===== src/rtl/counter_ctrl_pkg.sv =====
// Shared types and constants for the counter sequencing controller.
// Optional feature macro used by the controller: OVF_ABORT_EN.
package counter_ctrl_pkg;

    // Controller phases: arbitrate, announce grant, issue steps, report.
    typedef enum logic [1:0] {
        ST_IDLE  = 2'd0,
        ST_GRANT = 2'd1,
        ST_RUN   = 2'd2,
        ST_DONE  = 2'd3
    } state_t;

    localparam int DEF_LEN_W   = 8;
    localparam int MIN_NUM_REQ = 2;
    localparam int MAX_NUM_REQ = 8;

endpackage


===== src/rtl/rr_arbiter.sv =====
// Round-robin pick: first requesting index at or after ptr, wrapping.
// Purely combinational; the caller owns the pointer.
module rr_arbiter #(
    parameter int NUM_REQ = 4,
    parameter int IDX_W   = $clog2(NUM_REQ)
) (
    input  logic [NUM_REQ-1:0] req,
    input  logic [IDX_W-1:0]   ptr,
    output logic [NUM_REQ-1:0] gnt,
    output logic [IDX_W-1:0]   idx,
    output logic               valid
);

    logic [IDX_W-1:0] cand;

    // Scan from ptr upward (mod NUM_REQ), keep the first hit.
    always_comb begin
        gnt   = '0;
        idx   = '0;
        valid = 1'b0;
        cand  = '0;
        for (int i = 0; i < NUM_REQ; i++) begin
            cand = IDX_W'((int'(ptr) + i) % NUM_REQ);
            if (!valid && req[cand]) begin
                valid = 1'b1;
                idx   = cand;
            end
        end
        if (valid) begin
            gnt[idx] = 1'b1;
        end
    end

endmodule


===== src/rtl/counter_seq_ctrl.sv =====
// Round-robin scheduler sharing one up/down counter among NUM_REQ clients.
// Each grant drives cnt_enable/cnt_up_down for the latched number of steps,
// then pulses done with id and overflow status.
// Optional feature macro: OVF_ABORT_EN (abort a run on counter overflow).
//
// Handshake: req[i] is a level request that the client holds until it sees
// done with done_id == i; done/done_id/done_ovf/done_abort form a one-cycle
// valid pulse with no back-pressure. gnt is held from GRANT through DONE.
module counter_seq_ctrl
    import counter_ctrl_pkg::*;
#(
    parameter int NUM_REQ = 4,
    parameter int LEN_W   = DEF_LEN_W
) (
    input  logic                       clk,
    input  logic                       rst_n,
    input  logic [NUM_REQ-1:0]         req,
    input  logic [NUM_REQ-1:0]         req_dir,
    input  logic [NUM_REQ*LEN_W-1:0]   req_len,
    input  logic                       pause,
    input  logic                       cnt_overflow,
    output logic                       cnt_enable,
    output logic                       cnt_up_down,
    output logic [NUM_REQ-1:0]         gnt,
    output logic                       done,
    output logic [$clog2(NUM_REQ)-1:0] done_id,
    output logic                       done_ovf,
    output logic                       done_abort,
    output logic                       busy
);

    localparam int IDX_W = $clog2(NUM_REQ);

    state_t               state_q, state_d;
    logic [NUM_REQ-1:0]   arb_gnt;
    logic [IDX_W-1:0]     arb_idx;
    logic                 arb_valid;

    logic [IDX_W-1:0]     id_q;
    logic [IDX_W-1:0]     ptr_q;
    logic [NUM_REQ-1:0]   gnt_q;
    logic                 dir_q;
    logic [LEN_W-1:0]     len_q;
    logic [LEN_W-1:0]     rem_q;
    logic                 ovf_q;
    logic                 en_seen_q;
    logic                 ovf_cond;
    logic                 abort_fire;
`ifdef OVF_ABORT_EN
    logic                 abort_q;
`endif

    rr_arbiter #(
        .NUM_REQ (NUM_REQ),
        .IDX_W   (IDX_W)
    ) u_arb (
        .req   (req),
        .ptr   (ptr_q),
        .gnt   (arb_gnt),
        .idx   (arb_idx),
        .valid (arb_valid)
    );

    // State register.
    always_ff @(posedge clk or negedge rst_n) begin
        if (!rst_n) begin
            state_q <= ST_IDLE;
        end else begin
            state_q <= state_d;
        end
    end

    // Latch the winner, count down steps, accumulate overflow, advance pointer.
    always_ff @(posedge clk or negedge rst_n) begin
        if (!rst_n) begin
            id_q      <= '0;
            ptr_q     <= '0;
            gnt_q     <= '0;
            dir_q     <= 1'b0;
            len_q     <= '0;
            rem_q     <= '0;
            ovf_q     <= 1'b0;
            en_seen_q <= 1'b0;
`ifdef OVF_ABORT_EN
            abort_q   <= 1'b0;
`endif
        end else begin
            case (state_q)
                ST_IDLE: begin
                    if (arb_valid) begin
                        id_q  <= arb_idx;
                        gnt_q <= arb_gnt;
                        dir_q <= req_dir[arb_idx];
                        len_q <= req_len[arb_idx*LEN_W +: LEN_W];
                    end
                end
                ST_GRANT: begin
                    rem_q     <= len_q;
                    ovf_q     <= 1'b0;
                    en_seen_q <= 1'b0;
`ifdef OVF_ABORT_EN
                    abort_q   <= 1'b0;
`endif
                end
                ST_RUN: begin
                    if (cnt_enable) begin
                        rem_q     <= rem_q - LEN_W'(1);
                        en_seen_q <= 1'b1;
                    end
                    ovf_q <= ovf_q | ovf_cond;
`ifdef OVF_ABORT_EN
                    abort_q <= abort_fire;
`endif
                end
                ST_DONE: begin
                    rem_q <= '0;
                    ptr_q <= (id_q == IDX_W'(NUM_REQ - 1)) ? '0 : id_q + IDX_W'(1);
                end
                default: begin
                    rem_q <= '0;
                end
            endcase
        end
    end

    // Next state and all outputs; the overflow flag only counts once this
    // grant has issued an enable, so a flag left over from a previous run
    // is ignored.
    always_comb begin
        state_d     = state_q;
        ovf_cond    = cnt_overflow && en_seen_q &&
                      ((state_q == ST_RUN) || (state_q == ST_DONE));
`ifdef OVF_ABORT_EN
        abort_fire  = (state_q == ST_RUN) && ovf_cond;
`else
        abort_fire  = 1'b0;
`endif
        cnt_enable  = (state_q == ST_RUN) && !pause && !abort_fire;
        busy        = (state_q != ST_IDLE);
        cnt_up_down = busy && dir_q;
        gnt         = busy ? gnt_q : '0;
        done        = (state_q == ST_DONE);
        done_id     = done ? id_q : '0;
        done_ovf    = done && (ovf_q || ovf_cond);
`ifdef OVF_ABORT_EN
        done_abort  = done && abort_q;
`else
        done_abort  = 1'b0;
`endif
        case (state_q)
            ST_IDLE: begin
                if (arb_valid) begin
                    state_d = ST_GRANT;
                end
            end
            ST_GRANT: begin
                state_d = (len_q == '0) ? ST_DONE : ST_RUN;
            end
            ST_RUN: begin
                if (abort_fire || (cnt_enable && (rem_q == LEN_W'(1)))) begin
                    state_d = ST_DONE;
                end
            end
            ST_DONE: begin
                state_d = ST_IDLE;
            end
            default: begin
                state_d = ST_IDLE;
            end
        endcase
    end

endmodule


===== config.mk =====
export PLATFORM = sky130hd
export DESIGN_NAME = counter_seq_ctrl
export DESIGN_NICKNAME = d
export VERILOG_FILES = /design/src/rtl/counter_ctrl_pkg.sv /design/src/rtl/rr_arbiter.sv /design/src/rtl/counter_seq_ctrl.sv
export SDC_FILE = /design/constraint.sdc
export NUM_CORES = 1
export LEC_CHECK = 0
export BUFFER_PORTS_ARGS = -buffer_cell sky130_fd_sc_hd__buf_2
export CORE_ASPECT_RATIO = 1.2
export CORE_UTILIZATION = 55
export DETAILED_ROUTE_END_ITERATION = 12
export GPL_TIMING_DRIVEN = 0
export PLACE_DENSITY = 0.85
export SYNTH_ARGS = -nofsm -noshare
export SYNTH_HDL_FRONTEND = slang
export SYNTH_SLANG_ARGS = --single-unit

===== constraint.sdc =====
create_clock -name clk -period 4.55 [get_ports clk]
set_clock_uncertainty 0.2 [all_clocks]
set_input_delay 0.455 -clock clk [delete_from_list [all_inputs] [get_ports clk]]
set_output_delay 0.455 -clock clk [all_outputs]
set_load 0.01 [all_outputs]

==> results.md, run 1 <==
- The number of global-route vias before repair came to 1,605.
- Of the post-synthesis cell area, the dominant cell type holds 0.392.
- The first TritonRoute pass finished after 4 iterations.
- For this run, the slowest stage of the critical path takes 430 ps.
- The routing usage on met3 is 0.0718.
- Setup violations remaining at the end of the flow were counted as 0.
- The run finished with clean final reports.
- The post-cts gate resize count is 0.
- The number of buffers and inverters on the critical path is 4.
- The routed wirelength normalized by instance count is ~14 um.
- The worst path in the final design needs a cycle of 2520 ps, including I/O delays and setup.
- The global-route layer with the greatest usage is met2.
- Traced cell by cell, the critical path runs through inv_1, ha_1, buf_2, clkbuf_1, nor2b_1, buf_2.
- The die boundary width is 55.0 um.
- The setup TNS after final layout is 0 ps.
- The die area is 3610 sq um.
- TritonCTS built the clock tree.
- For this run, design rule violations remaining after detail routing come to 0.
- The path category of the worst min-delay check is input pin to flop.
- The global routing usage on met2 is 0.452.
- The fraction of the cycle the final worst path needs is 0.553.
- In this run the count of I/O pins placed on the die edge is 56.
- For this configuration, the core starts out at a cell density of 0.591.
- The global-route wire length before repair is 6820 um.
- In this run the tool buffered the top-level ports with between 50 and 60 buffer cells.
- Dividing the detail-routed via count by the number of cells gives between 5 and 6.
- The floorplan step defined a core boundary enclosing 3140 sq um.
- The required time of the critical path is 3890 ps.
- The most numerous cell type found on the critical path is sky130_fd_sc_hd__buf_2.
- The final weighted congestion of routability-driven global placement is 0.864.
- When the netlist entered floorplanning its net count stood at 247.
- Once the clock tree was built, the setup fixing pass inserted 0 buffers.
- The number of antenna diodes in the final layout is 0.
- Of all nets on the critical path, the largest fanout is 10.
- In this run the deepest clock path goes through 2 buffers.
- The count of different cell masters after synthesis is a little over 40.
- The master cell of the clock root buffer is sky130_fd_sc_hd__clkbuf_4.
- In this run the power density over the cells is 674 nW/um^2.
- Averaged over all synthesized cells, the footprint is about 9.5 sq um.
- The headroom to the max-slew limit is 0.567.
- The clock input transition at the sequential cells of the worst setup and hold paths is 90 ps.
- The clock insertion delay at the later pin of the skew report is 330 ps.
- The Yosys step of the flow raised 0 warnings.
- The total count of hold-check failures in the final report is 0.
- The total grt overflow is 0.
- The family with the most delay on the worst path is buffers and inverters.
- The total number of H-tree levels is 2.
- Sorting the synthesized cells by area gives the leading types as sky130_fd_sc_hd__dfrtp_1 (39%), sky130_fd_sc_hd__mux2i_1 (9.7%), sky130_fd_sc_hd__ha_1 (4.7%), sky130_fd_sc_hd__o221ai_1 (4.3%), sky130_fd_sc_hd__a21oi_1 (4.1%).
- The largest area contributor in the netlist is sky130_fd_sc_hd__dfrtp_1.
- The number of storage elements in the synthesis netlist is 29.
- The worst setup path is launched from a flop.
- Setup repair after global routing left no endpoint under its margin.
- The fmax is just under 0.4 GHz.
- Summed over all cells, the static leakage comes to about 1.1 nW.
- The area growth from synthesis to layout is 20.5%.
- The half-perimeter wire length after placement is 3220 um.
- After clock tree synthesis, the flow added hold-fix buffers numbering 1.
- The final count of pins violating max slew is 0.
- The number of antenna violations at the first check in global routing came to 0.
- The largest net degree at the start of global routing is 30.
- In the final layout, the share of cells above drive strength 1 is 0.298.
- The count of nets after finishing is 309.
- The data arrival time of the worst path is ~1900 ps.
- The synthesized netlist cell count is about 200.
- The global router's overall resource usage is 0.266.
- The worst setup path is captured at an output port.
- For this design, the slowest cell found on the critical path is sky130_fd_sc_hd__dfrtp_1.
- The number of nets still failing antenna checks after routing is 0.
- Of the synthesized area, sequential elements account for 0.392.
- The floorplan has 22 rows.
- In the global route stage, met1 resource usage came out at 0.316.
- Across the run, the number of max-cap violations was 0.
- Buffers inserted during clock tree synthesis total 5.
- The detailed router's first-iteration violation count is 44.
- For this block, the routed nets add up to 4220 um of wire.
- The maximum vdd ir drop is 0.419 mV.
- The cell area that synthesis handed to floorplanning was 1850 sq um.
- Measured along the y axis, the die boundary spans 65.6 um.
- For the pin with the worst max-slew slack, the measured transition is 649 ps.
- The detailed router placed 1,743 vias in this run.
- The critical path start-end classification is flop to output port.
- The core utilization of the finished layout is 0.712.
- The clock sink count is 29.
power breakdown:
| group | switching (mW) | internal (mW) |
|---|---|---|
| clock network | 0.0865 | 0.0728 |
| logic | 0.467 | 0.377 |
| registers | 0.115 | 0.386 |
cell usage after synthesis (all sizes together):
cell    count
a41oi       3
a21boi      1
mux2i      18
and2        3
clkbuf      2
mux2        1
o32ai       2
a221oi      2
o21ai      16
buf         9
o31ai       2
a21o        1
nor2       11
nor3        2
nand3b      1
or2         1
nor2b      11
nor4        4
nand3       2
inv         8
conb        1
nand2b      3
dfrtp      29
ha          7
and3        2
a41o        1
o221ai     10
a21oi      15
a31oi       5
nand2      20
clkinv      2
o22a        1
flip-flops by register name, summed over array words and instances, names as in the netlist:
signal / count
dir_q: 1
en_seen_q: 1
gnt_q: 4
id_q: 2
len_q: 8
ovf_q: 1
ptr_q: 2
rem_q: 8
state_q: 2
final timing paths:
path	slack, ps	from	endpoint	cells past startpoint
setup / recovery	2030	state_q[1]	gnt[2]	6
max in group asynchronous	3250	rst_n	rem_q[7]	2
setup reg to reg	2510	state_q[0]	rem_q[5]	8
hold / removal	210	cnt_overflow	ovf_q	3
hold reg to reg	290	gnt_q[2]	gnt_q[2]	2
min in group asynchronous	480	rst_n	rem_q[6]	2
through the flow:
stage          instance area [sq um]  setup slack (ps)  cells  hold WS (ps)  power (mW)
3_3_place_gp                    2170              2460    286           268        1.31
3_5_place_dp                    2170              2400    286           273        1.34
5_1_grt                         2230              1920    294           252        1.63
6_report                        2230              2030    294           210        1.50
4_1_cts                         2230              2020    294           203        1.50
2_1_floorplan                   1850              2720    196         -40.6        1.12
final cells by class:
| type | count | area [sq um] |
|---|---|---|
| Buffer | 11 | 97.6 |
| Fill cell | 267 | 905 |
| Clock buffer | 7 | 55.1 |
| Sequential cell | 29 | 726 |
| Multi-Input combinational cell | 146 | 992 |
| Timing Repair Buffer | 55 | 280 |
| Tap cell | 36 | 45.0 |
| Inverter | 10 | 37.5 |
logic make-up (layout without fill, tap and decap cells):
family / Yosys count / after routing / synth area share
fa+ha+maj: 7 / 7 / 0.0473
mux: 19 / 19 / 0.103
flops: 29 / 29 / 0.392
buf+inv: 21 / 83 / 0.0729
simple gates: 60 / 60 / 0.166
compound gates: 59 / 59 / 0.217
other cells: 1 / 1 / 0.00202
routing by layer:
| layer | routed length (um) | share of wire |
|---|---|---|
| met5 | 0 | 0 |
| met4 | 58 | 0.014 |
| met3 | 171 | 0.041 |
| met2 | 2160 | 0.51 |
| met1 | 1820 | 0.43 |
placed cells by master, fill, tap and decap left out, types with 2 or more instances in the layout:
| cell type | n |
|---|---|
| sky130_fd_sc_hd__buf_2 | 56 |
| sky130_fd_sc_hd__dfrtp_1 | 29 |
| sky130_fd_sc_hd__nand2_1 | 20 |
| sky130_fd_sc_hd__mux2i_1 | 18 |
| sky130_fd_sc_hd__a21oi_1 | 15 |
| sky130_fd_sc_hd__nor2_1 | 11 |
| sky130_fd_sc_hd__o21ai_0 | 9 |
| sky130_fd_sc_hd__o221ai_1 | 9 |
| sky130_fd_sc_hd__inv_1 | 8 |
| sky130_fd_sc_hd__nor2b_1 | 8 |
| sky130_fd_sc_hd__ha_1 | 7 |
| sky130_fd_sc_hd__o21ai_1 | 6 |
| sky130_fd_sc_hd__a31oi_1 | 5 |
| sky130_fd_sc_hd__clkbuf_4 | 5 |
| sky130_fd_sc_hd__buf_6 | 4 |
| sky130_fd_sc_hd__and2_1 | 3 |
| sky130_fd_sc_hd__clkbuf_1 | 3 |
| sky130_fd_sc_hd__a41oi_1 | 3 |
| sky130_fd_sc_hd__nand2b_1 | 3 |
| sky130_fd_sc_hd__nor4_1 | 3 |
| sky130_fd_sc_hd__nor2b_2 | 3 |
| sky130_fd_sc_hd__clkinv_1 | 2 |
| sky130_fd_sc_hd__nor3_1 | 2 |
| sky130_fd_sc_hd__and3_1 | 2 |
| sky130_fd_sc_hd__nand3_1 | 2 |
| sky130_fd_sc_hd__buf_4 | 2 |
| sky130_fd_sc_hd__a221oi_1 | 2 |
| sky130_fd_sc_hd__o31ai_1 | 2 |
worst min-delay path, cell delays in order:
cell                      delay [ps]
sky130_fd_sc_hd__buf_2            90
sky130_fd_sc_hd__a31oi_1          90
sky130_fd_sc_hd__nor2_1           70
No activity file was read; power rests on OpenSTA's default activity.
==> inputs of run 2 (changes only) <==
CORE_UTILIZATION = 51   (was 55)
PLACE_DENSITY = 0.79   (was 0.85)
clock period = 2.65 ns   (was 4.55 ns; I/O delays follow)
==> results.md, run 2 (synthesis gave the netlist of run 1 again) <==
- The total power per unit cell area is 1180 nW/um^2.
- The floorplan step set the die width to 57.0 um.
- The startpoint identified for the worst hold timing path is cnt_overflow.
- Of all nets on the critical path, the largest fanout is 10.
- The count of nets after finishing is approximately 310.
- The antenna cell count is 0.
- CTS placed an instance of sky130_fd_sc_hd__clkbuf_8 at the clock tree root.
- The clock tree from TritonCTS is built.
- The number of antenna violations at the first check in global routing is 0.
- The total of fill cells in the finished design is 306.
- The worst hold path terminates at ovf_q.
- For this block, the initial DRC count from the detailed router was 47.
- The number of global-route vias before repair is between 1,500 and 2,000.
- The most common cell after layout, fill and taps aside is sky130_fd_sc_hd__buf_2.
- The routed via count is 1,670.
- The final count of pins violating max slew is 0.
- Clock latency on the worst-skew pair, taken at its later pin, is 280 ps.
- Summed over all failing endpoints, the final setup total negative slack is 0 ps.
- Counting instances, the worst hold path has a depth of 3.
- In the routed layout, each cell is associated on average with a via count of 5.66.
- The startpoint of the lowest-slack register-to-register path is state_q[0].
- Relative to the synthesized area, the layout overhead comes to 22.3%.
- The starting utilization of the core area is 0.546.
- The final total power is 2.67 mW.
- The clock tree synthesis step divided the H-tree into 2 levels.
- The required time of the critical path is 2180 ps.
- Of the cells placed in the final design, the portion with a size suffix greater than 1 is 0.298.
- Buffers added to address setup during post-CTS repair amount to 0.
- The time the final worst path needs with I/O delays and setup is 2210 ps.
- The detail route stage leaves a number of antenna-violating nets equal to 0.
- In this run the vertical extent of the chip is 68.0 um.
- The routed wirelength normalized by instance count is 14.2 um.
- The number of buffers created by CTS is 5.
- CTS saw 29 sinks.
- The global-route wire length before repair is 6760 um.
- In the routed design, unresolved DRC markers number 0.
- The worst setup path is launched from a flop.
- The number of buffers added on ports is 54.
- The maximum vdd ir drop is 0.584 mV.
- The slew at the pin closest to its max-slew limit is around 650 ps.
- The headroom to the max-slew limit is 0.565.
- The total grt overflow is 0.
- Once detailed placement completed, the half-perimeter wirelength came to 3200 um.
- The max-capacitance violation count is 0.
- The path category of the worst min-delay check is input pin to flop.
- Summing all non-filler instances in the final layout gives an area of around 2300 sq um.
- The final weighted congestion of routability-driven global placement is 0.848.
- The largest net degree at the start of global routing is 30.
- In the layout the commonest cells are sky130_fd_sc_hd__buf_2 (56), sky130_fd_sc_hd__dfrtp_1 (29), sky130_fd_sc_hd__nand2_1 (20).
- The placed instances occupy a cell area of 2170 sq um.
- The internal reg-to-reg setup slack is 580 ps.
- Setup slack closes at approximately 440 ps.
- At the placement stage, the worst setup path has a slack of around 610 ps.
- Summed over all layers, the routed wires come to 4190 um.
- The flow ran to the end, and the final reports show no timing, DRC or antenna violations.
- The area of the core is around 3400 sq um.
- The die covers 3880 sq um.
- The clock input transition at the sequential cells of the worst setup and hold paths is 60 ps.
- The global router's overall resource usage is 0.234.
- The total count of hold-check failures in the final report is 0.
- The worst setup path is captured at an output port.
- In this run the count of I/O pins placed on the die edge is 56.
- The critical path start-end classification is flop to output port.
- In the final layout, the registers with the most flip-flops are len_q (8), rem_q (8), gnt_q (4).
- Setup repair after global routing left no endpoint under its margin.
- The leakage power of the design is 1.14 nW.
- In the finished design, the share of the clock period the worst path needs comes to 0.833.
- The floorplan row count is 23.
- The sequential cells in the finished layout cover a total of 726 sq um.
- Counting cells, the worst reg-to-reg path comes to 7.
- The first-pass iteration count of the detailed router is 4.
- The area of the multi-input gates is 992 sq um.
- Timing would allow up to 0.453 GHz.
- At the worst endpoint, the arrival time is 1740 ps.
- The endpoint identified for the worst register-to-register timing path is state_q[0].
- The maximum root-to-sink buffer count is 2.
- The final setup violation count is 0.
run 2: cell counts in the layout (fill, tap and decap cells not counted):
Identical to the previous run, type by type.
run 2: final cells by class:
type                       count  share of cell area
buffer                        11              0.0431
clock buffer                   7              0.0381
inverter                      10              0.0166
multi-input combinational    146               0.438
sequential                    29               0.320
tap                           37              0.0204
timing repair buffer          55               0.124
run 2: worst max path at each step:
stage / cells after the start / slack (ps) / to / from
after floorplan: 8 / 820 / rem_q[5] / state_q[0]
after global placement: 7 / 650 / state_q[0] / state_q[0]
after detailed placement: 7 / 610 / state_q[0] / state_q[0]
after CTS: 6 / 450 / gnt[0] / state_q[0]
after global routing: 6 / 310 / gnt[3] / state_q[1]
final: 6 / 440 / gnt[3] / state_q[0]
run 2: power by group:
group | leakage, nW | total, mW | internal (mW) | switching [mW]
Clock | 0.0443 | 0.369 | 0.206 | 0.163
Sequential | 0.360 | 0.870 | 0.665 | 0.205
Combinational | 0.738 | 1.43 | 0.646 | 0.780
run 2: worst max-delay path: stages, from the launching register on:
cell and delay [ps]:
sky130_fd_sc_hd__dfrtp_1 430, sky130_fd_sc_hd__inv_1 100, sky130_fd_sc_hd__ha_1 140, sky130_fd_sc_hd__buf_2 180
sky130_fd_sc_hd__clkbuf_1 360, sky130_fd_sc_hd__nor2b_1 90, sky130_fd_sc_hd__buf_2 150
run 2: repair_timing:
action,CTS,global route
hold endpoints to repair,29,0
hold buffers,1,0
resized for setup,0,0
setup endpoints to repair,0,0
run 2: per-layer routing:
metal / track usage / routed length (um)
met4: 0.110 / 78
met3: 0.0586 / 207
met2: 0.418 / 2040
met1: 0.264 / 1870
met5: 0 / 0
run 2: stage by stage:
| stage | utilization | instances | hold WS [ps] |
|---|---|---|---|
| 2_1_floorplan | - | 196 | -231 |
| 3_3_place_gp | 0.639 | 287 | 133 |
| 3_5_place_dp | 0.639 | 287 | 135 |
| 4_1_cts | 0.667 | 295 | 68.3 |
| 5_1_grt | 0.667 | 295 | 75.5 |
| 6_report | 0.667 | 295 | 73.0 |
==> inputs of run 3 (changes only) <==
ABC_AREA = 1   (was default)
CORE_UTILIZATION = 54   (was 51)
PLACE_DENSITY = 0.8   (was 0.79)
clock period = 2.3 ns   (was 2.65 ns; I/O delays follow)
==> results.md, run 3 <==
- The routed via count is 2,353.
- For this design the ratio of total power to cell area is 1610 nW/um^2.
- Cell internal power was estimated by the tool at about 2.2 mW.
- Setup total negative slack on the finished layout was measured at 0 ps.
- The die covers 4560 sq um.
- The clock input transition at the sequential cells of the worst setup and hold paths is 70 ps.
- The combinational group share of total power is 0.680.
- The number of antenna violations at the first check in global routing is 0.
- The max-capacitance violation count is 0.
- The slew at the pin closest to its max-slew limit is 653 ps.
- Measured along the y axis, the die boundary spans 73.8 um.
- The analysis attributes to cell leakage a power of 1.60 nW.
- The synthesized netlist cell count is 348.
- Dividing the final minimum period by the clock period gives 0.904.
- The largest registers in the layout are len_q (8), rem_q (8), gnt_q (4).
- The placed standard-cell area is around 2700 sq um.
- Once detailed placement completed, the half-perimeter wirelength came to roughly 4000 um.
- The headroom to the max-slew limit is 0.565.
- The sequential cell fraction of total power is 0.214.
- The total grt overflow is 0.
- Synthesis produced a netlist with a net count of 399.
- The floorplan row count is 25.
- The core utilization of the finished layout is 0.687.
- After synthesis, the share of cell area in mux cells is 0.
- The biggest area contributor in the post-synthesis netlist is sky130_fd_sc_hd__dfrtp_1.
- The number of global-route vias before repair was 2,166.
- The average size of a mapped cell is 6.67 sq um.
- The most instantiated library cell after synthesis is sky130_fd_sc_hd__nand2_1.
- The number of clock buffers added by TritonCTS is 5.
- The final count of pins violating max slew came to 0.
- The die boundary width is 61.8 um.
- The startpoint of the lowest-slack register-to-register path is ptr_q[0].
- After synthesis, the largest family of logic cells by area is simple AND/OR/NAND/NOR gates.
- In the final routed layout, each cell accounts on average for about 11 um.
- The fraction of layout cells with a size suffix above 1 is 0.253.
- The global-route wire length before repair is 8800 um.
- The total number of H-tree levels is 2.
- Once layout is done, the placed cells without fillers occupy 2770 sq um.
- Of the post-synthesis cell area, the dominant cell type holds 0.313.
- Leaving out fill and tap cells, the most frequent cells in the layout are sky130_fd_sc_hd__nand2_1 (124), sky130_fd_sc_hd__buf_2 (55), sky130_fd_sc_hd__inv_1 (50).
- For this configuration, the core starts out at a cell density of 0.575.
- The share of the Yosys chip area taken by registers is 0.313.
- The final setup violation count is 0.
- The proportion of synthesized flip-flops having asynchronous set or reset is 1.00.
- The run finished with clean final reports.
- The warning count from the yosys run is 0.
- The critical path is of the flop to output port type.
- The most common cell after layout, fill and taps aside is sky130_fd_sc_hd__nand2_1.
- The clock sink count is 29.
- Of the total synthesized cell area, the portion taken by XOR and XNOR cells is 0.
- The detail route stage leaves a number of antenna-violating nets equal to 0.
- The net count of the finished layout is 461.
- The largest net degree at the start of global routing is 30.
- The total of fill cells in the finished design is 378.
- The area growth from synthesis to layout is 19.6%.
- The adder-cell share of the synthesized area is 0.0378.
- CTS placed an instance of sky130_fd_sc_hd__clkbuf_8 at the clock tree root.
- The total count of hold-check failures in the final report is 0.
- The cell area after synthesis is 2320 sq um.
- The clock passes through at most 2 buffers.
- Following the worst setup path forward leads to its endpoint at busy.
- The number of storage elements in the synthesis netlist is 29.
- The simple logic cell fraction of the synthesized area is 0.412.
- The clock tree from TritonCTS is built.
- The final weighted congestion of routability-driven global placement is a little under 0.8.
- Setup repair after global routing left no endpoint under its margin.
- The clock reaches the later pin of the worst-skew pair after 290 ps.
- The end of the worst register-to-register path is len_q[2].
- The count of different cell masters after synthesis is 29.
- The internal reg-to-reg setup slack is 250 ps.
- The total routed wirelength is 5250 um.
- By count the netlist is led by sky130_fd_sc_hd__nand2_1 (124), sky130_fd_sc_hd__inv_1 (50), sky130_fd_sc_hd__dfrtp_1 (29).
- In the global route stage, overall resource usage came out at 0.259.
- The part of the power in the clock network is 0.106.
- Before antenna repair, the detailed router went through 4 iterations.
- Data on the critical path arrives at its endpoint at 1650 ps.
- The floorplan step defined a core boundary enclosing 4040 sq um.
- The cell count of the worst reg-to-reg path is 14.
- Yosys mapped a number of flops with a built-in enable equal to 0.
- The critical path launch point is state_q[0].
- For this run, design rule violations remaining after detail routing come to 0.
- The primary flip-flop cell chosen by synthesis mapping is sky130_fd_sc_hd__dfrtp_1.
- The time the final worst path needs with I/O delays and setup is about 2100 ps.
- The worst setup path is launched from a flop.
- The number of buffers added on ports is 54.
- The switching part of the total power is 0.513.
- 56 I/O pins were placed.
- The worst setup path is captured at an output port.
- In this run, the number of DRC markers left after iteration 0 of detailed routing was ~130.
- In this run the worst path has a maximum fanout of 9.
- 0 antenna diodes ended up in the layout.
- The required time of the critical path is 1870 ps.
- The compound-cell area share of the yosys netlist is 0.0879.
- The maximum vdd ir drop is 1.12 mV.
- In this run the power spent charging and discharging nets is 2.30 mW.
- Sorting the synthesized cells by area gives the leading types as sky130_fd_sc_hd__dfrtp_1 (31%), sky130_fd_sc_hd__nand2_1 (20%), sky130_fd_sc_hd__inv_1 (8.1%), sky130_fd_sc_hd__nand4_2 (4.9%), sky130_fd_sc_hd__nand3_1 (4.3%).
- Timing would allow up to 0.481 GHz.
- The mean number of vias per cell is 5.06.
- The worst hold path belongs to the class input pin to flop.
run 3: changes by cell type after synthesis, moves of 8 or more:
cell and delta:
sky130_fd_sc_hd__nand2_1 +104, sky130_fd_sc_hd__o221ai_1 -9, sky130_fd_sc_hd__inv_1 +42, sky130_fd_sc_hd__nor2b_1 -8
sky130_fd_sc_hd__nand3_1 +18, sky130_fd_sc_hd__mux2i_1 -18, sky130_fd_sc_hd__nand2_2 +8, sky130_fd_sc_hd__nand4_2 +9
sky130_fd_sc_hd__a21oi_1 -8, sky130_fd_sc_hd__nor2_1 +11, sky130_fd_sc_hd__nand4_1 +11
run 3: layer usage:
| metal | up-vias | wire length [um] | part of all wire | GRT usage |
|---|---|---|---|---|
| li1 | 1228 | - | - | - |
| met1 | 1056 | 2350 | 0.45 | 0.306 |
| met2 | 60 | 2640 | 0.50 | 0.446 |
| met3 | 9 | 169 | 0.032 | 0.0493 |
| met4 | 0 | 101 | 0.019 | 0.114 |
| met5 | - | 0 | 0 | 0 |
run 3: timing repair:
item                       4_1_cts  5_1_grt
setup endpoints to repair        8        8
hold buffers                     1        0
gates resized for setup          1        2
setup buffers                    0        0
hold endpoints to repair        29        0
run 3: power groups by stage:
stage	logic, mW	registers [mW]	clock network (mW)
2_1_floorplan	2.39	0.913	0
3_3_place_gp	2.92	0.954	0
3_5_place_dp	3.00	0.962	0
4_1_cts	3.03	0.954	0.475
5_1_grt	3.45	0.989	0.495
6_report	3.04	0.955	0.476
run 3: logic make-up (layout without fill, tap and decap cells):
family | Yosys count | count (layout)
flip-flops | 29 | 29
adder cells (fa/ha/maj) | 7 | 7
AO/OA/AOI/OAI | 36 | 36
buffers and inverters | 71 | 134
other | 1 | 1
AND/OR/NAND/NOR | 204 | 204
run 3: worst min path at each step:
stage / from / endpoint / slack [ps] / cells past startpoint
after floorplan: rst_n / dir_q / -270 / 0
after CTS: cnt_overflow / ovf_q / 60 / 3
final: cnt_overflow / ovf_q / 50 / 3
after global placement: rst_n / ovf_q / 90 / 1
after global routing: cnt_overflow / ovf_q / 80 / 3
after detailed placement: rst_n / ovf_q / 100 / 1
run 3: through the flow:
| step | power [mW] | cells | hold WS [ps] | worst slack [ps] |
|---|---|---|---|---|
| after floorplan | 3.30 | 348 | -266 | 406 |
| after global placement | 3.87 | 456 | 89.4 | -0.214 |
| after detailed placement | 3.96 | 456 | 97.1 | -49.9 |
| after CTS | 4.46 | 465 | 59.9 | 106 |
| after global routing | 4.94 | 465 | 77.5 | 50.6 |
| final | 4.47 | 465 | 50.5 | 220 |
run 3: worst max-delay path, cell delays in order, from the launching register on:
cell	delay (ps)
sky130_fd_sc_hd__dfrtp_1	440
sky130_fd_sc_hd__inv_1	110
sky130_fd_sc_hd__ha_1	140
sky130_fd_sc_hd__clkbuf_1	360
sky130_fd_sc_hd__inv_1	140
sky130_fd_sc_hd__buf_2	170
run 3: layout make-up:
type,count,area (sq um),share of cell area
plain buffers,17,138,0.0496
clock buffers,7,96.3,0.0347
clock inverters,1,5.00,0.00180
inverters,54,208,0.0749
multi-input cells,248,1250,0.452
flip-flops and latches,29,726,0.262
well taps,54,67.6,0.0244
repair buffers,55,280,0.101
